`src/rtl/multi_timeout_ctrl_if.sv`:
```
// Control/status bundle for multi_timeout_ctrl: per-channel start/clear/mode,
// the shared duration and the running/expiry/remaining outputs.
interface multi_timeout_ctrl_if #(
   parameter int NUM_CH = 4,
   parameter int CNT_W  = 10
);
   logic                      on;
   logic                      tick;
   logic [NUM_CH-1:0]         clear;
   logic [NUM_CH-1:0]         trigger;
   logic [NUM_CH-1:0]         mode;
   logic [CNT_W-1:0]          duration;
   logic [NUM_CH-1:0]         status;
   logic [NUM_CH-1:0]         expired;
   logic [NUM_CH*CNT_W-1:0]   remaining;
   logic                      any_active;

   modport master (
      output on, tick, clear, trigger, mode, duration,
      input  status, expired, remaining, any_active
   );

   modport slave (
      input  on, tick, clear, trigger, mode, duration,
      output status, expired, remaining, any_active
   );
endinterface

```
`src/rtl/multi_timeout_ctrl.sv`:
```
// Multi-channel retriggerable timeout controller: each channel runs for D ticks
// after a trigger, then stops (one-shot) or reloads (periodic), pulsing expired.
module multi_timeout_ctrl_ch #(
   parameter int CNT_W = 10
) (
   input  logic             i_clock,
   input  logic             i_reset,
   input  logic             i_on,
   input  logic             i_tick,
   input  logic             i_clear,
   input  logic             i_trigger,
   input  logic             i_mode,
   input  logic [CNT_W-1:0] i_dur,
   output logic             o_status,
   output logic             o_expired,
   output logic [CNT_W-1:0] o_remaining
);
   localparam logic [0:0] ST_IDLE = 1'b0;
   localparam logic [0:0] ST_RUN  = 1'b1;
   localparam logic [CNT_W-1:0] LP_ONE = CNT_W'(1);

   logic [0:0]       r_state;
   logic [CNT_W-1:0] r_rem;
   logic [CNT_W-1:0] r_period;
   logic             r_mode;
   logic             r_exp;

   always_ff @(posedge i_clock) begin
      if (!i_reset) begin
         r_state  <= ST_IDLE;
         r_rem    <= '0;
         r_period <= '0;
         r_mode   <= 1'b0;
         r_exp    <= 1'b0;
      end else if (!i_on) begin
         // Frozen: hold the count; a due expiry waits for the next live tick.
         r_exp <= 1'b0;
      end else begin
         r_exp <= 1'b0;
         if (i_clear) begin
            r_state <= ST_IDLE;
            r_rem   <= '0;
         end else if (i_trigger) begin
            r_state  <= ST_RUN;
            r_rem    <= i_dur;
            r_period <= i_dur;
            r_mode   <= i_mode;
         end else if (i_tick && r_state == ST_RUN) begin
            if (r_rem > LP_ONE) begin
               r_rem <= r_rem - LP_ONE;
            end else begin
               r_exp <= 1'b1;
               if (r_mode) begin
                  r_rem <= r_period;
               end else begin
                  r_state <= ST_IDLE;
                  r_rem   <= '0;
               end
            end
         end
      end
   end

   assign o_status    = (r_state == ST_RUN);
   assign o_expired   = r_exp;
   assign o_remaining = r_rem;
endmodule

module multi_timeout_ctrl #(
   parameter int NUM_CH   = 4,
   parameter int CNT_W    = 10,
   parameter int DURATION = 1000
) (
   input logic                 i_clock,
   input logic                 i_reset,
   multi_timeout_ctrl_if.slave io_bus
);
   localparam logic [CNT_W-1:0] LP_DEF_DUR = CNT_W'(DURATION);

   logic [CNT_W-1:0]             w_dur;
   logic [NUM_CH-1:0]            w_status;
   logic [NUM_CH-1:0]            w_expired;
   logic [NUM_CH-1:0][CNT_W-1:0] w_rem;

   // Zero on the shared duration bus selects the build-time default.
   assign w_dur = (io_bus.duration == '0) ? LP_DEF_DUR : io_bus.duration;

   for (genvar g = 0; g < NUM_CH; g++) begin : g_ch
      multi_timeout_ctrl_ch #(.CNT_W(CNT_W)) u_ch (
         .i_clock     (i_clock),
         .i_reset     (i_reset),
         .i_on        (io_bus.on),
         .i_tick      (io_bus.tick),
         .i_clear     (io_bus.clear[g]),
         .i_trigger   (io_bus.trigger[g]),
         .i_mode      (io_bus.mode[g]),
         .i_dur       (w_dur),
         .o_status    (w_status[g]),
         .o_expired   (w_expired[g]),
         .o_remaining (w_rem[g])
      );
   end

   assign io_bus.status     = w_status;
   assign io_bus.expired    = w_expired;
   assign io_bus.remaining  = w_rem;
   assign io_bus.any_active = |w_status;
endmodule

```
`src/flat_wrapper.sv`:
```
// flat-port wrapper written by rule: the top's interface ports become plain ports
module multi_timeout_ctrl_flat 
#(
   parameter int NUM_CH   = 4,
   parameter int CNT_W    = 10,
   parameter int DURATION = 1000
)
  (i_clock, i_reset, io_bus_on, io_bus_tick, io_bus_clear, io_bus_trigger, io_bus_mode, io_bus_duration, io_bus_status, io_bus_expired, io_bus_remaining, io_bus_any_active);
  multi_timeout_ctrl_if #(.NUM_CH(NUM_CH), .CNT_W(CNT_W)) io_bus_i ();
  input logic i_clock;
  input logic i_reset;
  input wire logic [$bits(io_bus_i.on)-1:0] io_bus_on;
  input wire logic [$bits(io_bus_i.tick)-1:0] io_bus_tick;
  input wire logic [$bits(io_bus_i.clear)-1:0] io_bus_clear;
  input wire logic [$bits(io_bus_i.trigger)-1:0] io_bus_trigger;
  input wire logic [$bits(io_bus_i.mode)-1:0] io_bus_mode;
  input wire logic [$bits(io_bus_i.duration)-1:0] io_bus_duration;
  output wire logic [$bits(io_bus_i.status)-1:0] io_bus_status;
  output wire logic [$bits(io_bus_i.expired)-1:0] io_bus_expired;
  output wire logic [$bits(io_bus_i.remaining)-1:0] io_bus_remaining;
  output wire logic [$bits(io_bus_i.any_active)-1:0] io_bus_any_active;
  assign io_bus_i.on = io_bus_on;
  assign io_bus_i.tick = io_bus_tick;
  assign io_bus_i.clear = io_bus_clear;
  assign io_bus_i.trigger = io_bus_trigger;
  assign io_bus_i.mode = io_bus_mode;
  assign io_bus_i.duration = io_bus_duration;
  assign io_bus_status = io_bus_i.status;
  assign io_bus_expired = io_bus_i.expired;
  assign io_bus_remaining = io_bus_i.remaining;
  assign io_bus_any_active = io_bus_i.any_active;
  multi_timeout_ctrl #(.NUM_CH(NUM_CH), .CNT_W(CNT_W), .DURATION(DURATION)) u_core (.i_clock(i_clock), .i_reset(i_reset), .io_bus(io_bus_i));
endmodule
```
`config.mk`:
```
export PLATFORM = sky130hd
export DESIGN_NAME = multi_timeout_ctrl_flat
export DESIGN_NICKNAME = d
export VERILOG_FILES = /design/src/rtl/multi_timeout_ctrl_if.sv /design/src/rtl/multi_timeout_ctrl.sv /design/src/flat_wrapper.sv
export SDC_FILE = /design/constraint.sdc
export NUM_CORES = 1
export LEC_CHECK = 0
export CORE_MARGIN = 2
export CORE_UTILIZATION = 48
export DETAILED_ROUTE_END_ITERATION = 10
export PLACE_DENSITY = 0.68
export SLEW_MARGIN = 20
export SYNTH_ARGS = -nofsm -noshare
export SYNTH_HDL_FRONTEND = slang
export SYNTH_SLANG_ARGS = --single-unit
```
`constraint.sdc`:
```
create_clock -name i_clock -period 5.35 [get_ports i_clock]
set_input_delay 0.535 -clock i_clock [delete_from_list [all_inputs] [get_ports i_clock]]
set_output_delay 0.535 -clock i_clock [all_outputs]
set_load 0.02 [all_outputs]
```
Word-level counts from Yosys, hierarchy flattened
Index checks and enable logic that the tools add are counted.

word-level totals
  bits in registers = 92
  input bits = 26
  output and inout bits = 49
  word-level logic and storage cells = 117

operators by class
  add/sub/neg operators = 4
  $lt $le $gt $ge = 4
  equal/unequal tests = 8
  mux-type cells = 45
  bitwise gates (word level) = 10
  reductions and logical operators = 26

operators by type and width
  operator                                                                           count
  10-bit 2-to-1 mux                                                                  21
  10-bit by 1-bit greater-than comparator with 1-bit output (second input constant)  4
  10-bit by 1-bit subtractor with 10-bit output (second input constant)              4
  1-bit 2-to-1 mux                                                                   24
  3-bit inequality test (second input constant)                                      8
  5-bit OR reduction                                                                 4
  4-bit AND reduction                                                                4
  3-bit AND reduction                                                                4
  3-bit nonzero test                                                                 4
  10-bit zero test                                                                   1
  1-bit inverter                                                                     10
  2-bit AND reduction                                                                4
  1-bit logical AND                                                                  4
  4-bit OR reduction                                                                 1

Depth between registers and ports, before layout
Gate-level depths: netlist of run 1.

  word-level depth = 5
  mapped depth = 9
  gate-level depth less buffers = 7

By module
Synthesis of run 1 repeated with hierarchy kept, for this count alone.

unflattened totals
  cell total of the unflattened synthesis = 729
  area total of the unflattened synthesis = 5378.9 µm²

by module, submodules not included
  module                 times used  cells an instance  area each (µm²)  seq. area each (µm²)
  multi_timeout_ctrl_ch  4           177                1315.0           460.4
  multi_timeout_ctrl     1           21                 118.9            0.0

Worst setup path after synthesis of run 1
Ideal clock, no wire load.

  path kind = reg2reg
  start = register u_core.g_ch[2].u_ch.r_rem[0]
  end = register u_core.g_ch[2].u_ch.r_rem[1]
  setup time = 0.070 ns
  data arrival time = 2.041 ns
  required time = 5.280 ns
  slack = 3.240 ns
  cell stages (with the launch flop) = 9
  buffers on the path = 2
  path through = dfxtp_1 -> inv_1 -> ha_1 -> clkbuf_1 -> o2111ai_1 -> clkbuf_1 -> mux2i_1 -> a22oi_1 -> a21oi_1

on the way
  cells in the longest elaborated chain, start to end = 5
  elaborated cells on any way between the ends = 6
  those cells by class = add/sub: 1; order compare: 1; mux: 4

RTL lines
  what                                                                                                                        RTL line                                            source
  start: declaration                                                                                                          multi_timeout_ctrl.sv:23                            logic [CNT_W-1:0] r_rem;
  start signal: assignment                                                                                                    multi_timeout_ctrl.sv:45                            r_rem <= i_dur;
  start signal: assignment                                                                                                    multi_timeout_ctrl.sv:50                            r_rem <= r_rem - LP_ONE;
  start signal: assignment                                                                                                    multi_timeout_ctrl.sv:54                            r_rem <= r_period;
  10-bit by 1-bit subtractor with 10-bit output or 10-bit by 1-bit greater-than comparator with 1-bit output (tied branches)  multi_timeout_ctrl.sv:50, multi_timeout_ctrl.sv:49
  10-bit 2-to-1 mux (*)                                                                                                       multi_timeout_ctrl.sv:49                            if (r_rem > LP_ONE) begin
  10-bit 2-to-1 mux (*)                                                                                                       multi_timeout_ctrl.sv:48                            end else if (i_tick && r_state == ST_RUN) begin
  10-bit 2-to-1 mux (*)                                                                                                       multi_timeout_ctrl.sv:43                            end else if (i_trigger) begin
  10-bit 2-to-1 mux (*)                                                                                                       multi_timeout_ctrl.sv:40                            if (i_clear) begin

Mark *: on every way between the ends. The rest lies on a longest branch, timed or not. The select of a mux whose other input is x is not followed.
A chain may end at the register's enable or synchronous reset.

Worst setup path after layout of run 1
  start = input io_bus_duration[2]
  end = register u_core.g_ch[3].u_ch.r_rem[9]

on the way
  cells in the longest elaborated chain, start to end = 4

RTL lines
  what                    RTL line                  source
  start: declaration      flat_wrapper.sv:17        input wire logic [$bits(io_bus_i.duration)-1:0] io_bus_duration;
  10-bit zero test        multi_timeout_ctrl.sv:86  assign w_dur = (io_bus.duration == '0) ? LP_DEF_DUR : io_bus.duration;
  10-bit 2-to-1 mux       multi_timeout_ctrl.sv:86
  10-bit 2-to-1 mux       multi_timeout_ctrl.sv:43
  10-bit 2-to-1 mux       multi_timeout_ctrl.sv:40
  end signal: assignment  multi_timeout_ctrl.sv:45
  end signal: assignment  multi_timeout_ctrl.sv:50
  end signal: assignment  multi_timeout_ctrl.sv:54
  end: declaration        multi_timeout_ctrl.sv:23

No other way between the ends.

==> results of run 1 <==
state kept, by name, indices dropped and copies added, names as in the netlist:
name                          count
u_core.g_ch.u_ch.o_expired        4
u_core.g_ch.u_ch.o_remaining     40
u_core.g_ch.u_ch.o_status         4
u_core.g_ch.u_ch.r_mode           4
u_core.g_ch.u_ch.r_period        40
logic make-up (layout without fill, tap and decap cells):
kind of cell    after synthesis  count (layout)  share of synthesized area (%)
compound gates              229             229                           29.0
xor+xnor                     12              12                           2.05
fa+ha+maj                     8               8                           1.96
buf+inv                      70             107                           6.01
flops                        92              92                           36.0
mux                          18              18                           3.54
simple gates                237             237                           21.5
how the worst max path moves through the flow:
stage / startpoint / to / slack [ns] / cells after the start
final: io_bus_duration[2] / u_core.g_ch[3].u_ch.o_remaining[9] / 2.68 / 6
after global routing: io_bus_duration[2] / u_core.g_ch[3].u_ch.o_remaining[9] / 2.51 / 6
after CTS: io_bus_duration[1] / u_core.g_ch[3].u_ch.o_remaining[9] / 2.78 / 6
after detailed placement: io_bus_duration[1] / u_core.g_ch[3].u_ch.o_remaining[9] / 2.38 / 6
after global placement: io_bus_on / u_core.g_ch[3].u_ch.o_remaining[0] / 2.41 / 5
after floorplan: u_core.g_ch[2].u_ch.o_remaining[0] / u_core.g_ch[2].u_ch.o_remaining[1] / 3.24 / 8
cell usage in the layout (no fill, tap or decap), types with 3 or more instances in the layout:
cell type | netlist | layout
a211oi_1 | 24 | 24
a21boi_0 | 6 | 3
a21o_1 | 4 | 4
a21oi_1 | 44 | 44
a21oi_2 | 5 | 5
a221oi_1 | 10 | 10
a22oi_1 | 12 | 12
a31oi_1 | 28 | 28
a32oi_1 | 5 | 5
and2_1 | 6 | 6
buf_4 | 8 | 4
bufinv_16 | 0 | 3
clkbuf_8 | 0 | 9
clkdlybuf4s50_1 | 0 | 74
dfxtp_1 | 92 | 92
ha_1 | 8 | 8
inv_1 | 12 | 12
mux2i_1 | 17 | 17
nand2_1 | 100 | 100
nand2b_1 | 9 | 9
nand3_1 | 14 | 14
nand4b_1 | 3 | 3
nor2_1 | 56 | 56
nor2b_1 | 7 | 7
nor3_1 | 12 | 12
nor3b_1 | 3 | 3
nor4_1 | 8 | 8
o211ai_1 | 5 | 5
o21ai_0 | 55 | 55
o22ai_1 | 6 | 6
o311ai_0 | 3 | 3
o32ai_1 | 3 | 3
or3_1 | 4 | 4
or4_1 | 4 | 4
xnor2_1 | 6 | 6
xor2_1 | 6 | 6
through the flow:
stage / hold WS, ns / worst slack, ns / cell area (um2)
after floorplan: 0.436 / 3.24 / 5120
after global placement: 0.443 / 2.41 / 5800
after detailed placement: 0.448 / 2.38 / 5800
after CTS: 0.462 / 2.78 / 6040
after global routing: 0.475 / 2.51 / 6050
final: 0.459 / 2.68 / 6050
routing by layer:
layer	wire length, um	track usage [%]
met5	0	0
met4	358	10.0
met3	1210	5.21
met2	6890	41.3
met1	6770	35.9
cell type report:
class	count	area, um2
clock buffers	10	128
clock inverters	6	113
fillers	958	4270
inverters	13	48.8
multi-input cells	504	2980
flip-flops and latches	92	1840
well taps	136	170
repair buffers	78	771
report_power, final:
part           leakage, nW  total [mW]  internal [mW]  switching, mW
Combinational         1.21       0.431          0.180          0.250
Sequential           0.753       0.772          0.721         0.0506
Clock                0.120       0.568          0.312          0.256
critical path: stages:
cell and delay, ns:
clkdlybuf4s50_1 0.73, nor4_2 0.61, nand3_1 0.26, nand2b_1 0.40
a221oi_1 0.14, a221oi_1 0.26
==> impl_metrics.toml, run 1 <==
[placement]
portBuffers = 74
hpwl_um = 10400
post-place-cells = 823
gp_congestion = 0.878

[route]
routed_wl_um = 15200
drc = 0
routed_via_density = 6.18
drt_iter0_markers = 426
vias = 5187
first_pass_iters = 6
final_antenna_net_count = 0
drt-wirelength-per-cell_um = 18.1

[synth]
postSynthAreaPerCell_um2 = 7.69
synth_common_cells = "nand2_1, dfxtp_1, nor2_1, o21ai_0, a21oi_1"
yosysMostFrequentCell = "nand2_1"
yosysTopAreaCell = "dfxtp_1"
yosysSeqAreaShare_pct = 36.0
synth_edf_count = 0
synth_area_leaders = "dfxtp_1, nand2_1, o21ai_0, a21oi_1, nor2_1"
synth_cell_type_count = 58
synth_ff_type = "dfxtp_1"
syn-cell-area_um2 = 5120
synth_top_area_share_pct = 36.0
synth_async_sr_flop_share_pct = 0
syn_inst = 666
syn_nets = 700
yosysWarnings = 0
synth-seq-cells = 92

[layout]
drive_above_1_share_pct = 4.84
num_antenna_cells = 0
area_growth_pct = 18.2
layoutNonFillerInstCount = 839
nets = 732
fin_util_pct = 58.6

[hold_path]
hp-class = "flop to flop"
whs_endpoint = "u_core.g_ch[0].u_ch.r_period[0]"
hold_path_startpoint = "u_core.g_ch[0].u_ch.r_period[0]"
whs_path_depth = 2

[global_route]
grt_pass1_vias = 4784
antenna_found_initial = 0
grt_first_pass_wirelength_um = 24200
grt_max_degree = 42
grt_overflow = 0
grt_usage_pct = 26.4

[clock_tree]
clock_sinks = 92
path_clk_slew_ns = 0.09
clockBufferDepth = 2
clock_tree.htree_level_count = 3
holdBufCountCts = 0
cts_resized = 0
post-cts-setup-buffers = 0
cts_buffers = 9
worstSkewPairLatency_ns = 0.36
cts_tree = "done"
clk_root_buffer_cell = "clkbuf_8"

[sta]
setup_viol = 0
fin_crit_sh_pct = 50.0
slew_headroom_pct = 40.3
fmax_ghz = 0.374
period_needed_ns = 2.67
fin_tns_setup_ns = 0
tightest_slew_ns = 0.892
rsz0062_at_grt = "no"
hold_viol = 0
finClkSkew_ns = 0.0115
timing_max_transition_violations_final = 0

[power]
power.density_nw_per_um2 = 293
power_mw = 1.77
peakVddDrop_mv = 0.161
p_leak_nw = 2.08

[die]
fp.dieW_um = 107
die_y_um = 107
fp-row-count = 37
core-area_um2 = 10300
fp.dieArea_um2 = 11500
ios = 75
start_util_pct = 49.6

[setup_path]
required_ns = 5.62
path_max_fanout = 9
r2r-end = "u_core.g_ch[3].u_ch.o_remaining[1]"
r2r_cells = 5
critPathLaunchType = "input port"
crit_path_end_kind = "flop"
ff2ff_setup_slack_ns = 3.10
crit_type = "input port to flop"
timing.rr.start = "u_core.g_ch[3].u_ch.o_remaining[2]"
arrival_ns = 2.94

[job]
cap_violations = 0

[status]
status = "finished clean"
Power figures use the tool's default switching activity.
==> run 2, diff against run 1 <==
clock period = 2.6 ns   (was 5.35 ns; I/O delays follow)
==> run 2 against run 1 <==
Against the previous run: die area unchanged; combinational power increased by 120%; register-to-register slack got worse by 2.8 ns; largest cell class unchanged.
==> impl_metrics.toml, run 2 (synthesized netlist as in run 1, its figures left out) <==
[sta]
finClkSkew_ns = 0.00478
fin_crit_sh_pct = 88.0
slew_headroom_pct = 50.2
setup_viol = 0
rsz0062_at_grt = "no"
hold_viol = 0
timing_max_transition_violations_final = 0
fin_tns_setup_ns = 0
fmax_ghz = 0.437
period_needed_ns = 2.29
setup_slack_ns = 0.312
tightest_slew_ns = 0.740

[layout]
num_antenna_cells = 0
final_cell_mix = "nand2_1, dfxtp_1, clkdlybuf4s50_1"
layout_commonest_cell = "nand2_1"
layoutNonFillerInstCount = 864
area_growth_pct = 21.9
nets = 757
drive_above_1_share_pct = 7.83
fill_cells = 945

[route]
drt_iter0_markers = 412
first_pass_iters = 5
routed_wl_um = 15400
vias = 5303
final_antenna_net_count = 0
drc = 0
routed_via_density = 6.14
drt-wirelength-per-cell_um = 17.8

[placement]
gp_congestion = 0.898
hpwl_um = 10900
post-place-cells = 848
post-place-ws_ns = 0.395
portBuffers = 74

[clock_tree]
cts_resized = 0
path_clk_slew_ns = 0.09
cts_tree = "done"
clock_sinks = 92
clockBufferDepth = 2
worstSkewPairLatency_ns = 0.36
clk_root_buffer_cell = "clkbuf_8"
holdBufCountCts = 0
post-cts-setup-buffers = 0
cts_buffers = 9
clock_tree.htree_level_count = 3

[setup_path]
arrival_ns = 2.55
crit_type = "flop to flop"
critPathLaunchType = "flop"
path_max_fanout = 8
cp_slowest_stage_delay_ns = 0.62
crit_chain = "nor4_1 > nand2_1 > nor3_1 > a221oi_1 > a221oi_1"
crit_top_cell = "a221oi_1"
required_ns = 2.86
critPathSlowestCell = "nor4_1"
crit_path_end_kind = "flop"

[power]
power.density_nw_per_um2 = 585
swShare_pct = 31.2
p_leak_nw = 2.20
seq_power_share_pct = 43.4
pwr-share-clk_pct = 31.2
peakVddDrop_mv = 0.249
p_sw_mw = 1.14
pwr-share-comb_pct = 25.4
intPower_mw = 2.51
power_mw = 3.65

[die]
fp-row-count = 37
start_util_pct = 49.6
fp.dieW_um = 107
fp.dieArea_um2 = 11500
die_y_um = 107
core-area_um2 = 10300
ios = 75

[global_route]
antenna_found_initial = 0
grt_first_pass_wirelength_um = 24600
grt_overflow = 0
grt_max_degree = 41
grt_pass1_vias = 4839
grt_usage_pct = 27.2

[hold_path]
hp-class = "input port to flop"

[job]
cap_violations = 0

[status]
status = "finished clean"
## run 2: cell types whose count changed in the layout (fill, tap and decap cells not counted)
cell        previous run  this run
bufinv_16              3         2
o2111ai_2              1         0
a21boi_0               3         4
o2111ai_1              1         2
buf_12                 0         1
buf_4                  4        28
clkinv_4               2         0
a21boi_2               1         0
clkbuf_8               9        12
clkinv_2               1         0
clkinvlp_4             0         1
## run 2: power groups by stage
stage | clock [mW] | sequential, mW | combinational, mW
after floorplan | 0 | 1.64 | 0.566
after global placement | 0 | 1.61 | 0.899
after detailed placement | 0 | 1.61 | 0.914
after global routing | 1.21 | 1.60 | 1.01
after CTS | 1.16 | 1.58 | 0.918
final | 1.14 | 1.58 | 0.927
## run 2: layout make-up
class	instances	area [um2]	area share, %
Sequential cell	92	1840	29.5
Clock buffer	13	169	2.71
Timing Repair Buffer	103	971	15.6
Inverter	13	48.8	0.782
Multi-Input combinational cell	504	2970	47.6
Clock inverter	3	67.6	1.08
Tap cell	136	170	2.73
## run 2: stage by stage
step	hold WS, ns	instance area (um2)	util, %
floorplan	0.337	5120	-
global placement	0.444	6000	58.1
detailed placement	0.447	6000	58.1
CTS	0.434	6240	60.4
global route	0.460	6240	60.4
finish	0.445	6240	60.4
## run 2: worst paths after layout
path | from | depth (start not counted) | endpoint | slack, ns
max | u_core.g_ch[3].u_ch.o_remaining[2] | 5 | u_core.g_ch[3].u_ch.o_remaining[9] | 0.31
min | io_bus_mode[2] | 3 | u_core.g_ch[2].u_ch.r_mode | 0.44
max reg2reg | u_core.g_ch[3].u_ch.o_remaining[2] | 5 | u_core.g_ch[3].u_ch.o_remaining[9] | 0.31
min reg2reg | u_core.g_ch[0].u_ch.r_period[2] | 2 | u_core.g_ch[0].u_ch.r_period[2] | 0.46
## run 2: layer usage
layer / routed length [um] / global-route usage [%] / part of all wire [%]
met5: 0 / 0 / 0
met4: 286 / 9.00 / 1.9
met3: 985 / 3.57 / 6.4
met2: 7220 / 43.3 / 47
met1: 6900 / 38.1 / 45
## run 2: critical path: cells and delay by family (launching register included)
| kind | cells | cell delay [ns] |
|---|---|---|
| AND/OR/NAND/NOR | 3 | 1.36 |
| flip-flops | 1 | 0.39 |
| AO/OA/AOI/OAI | 2 | 0.46 |
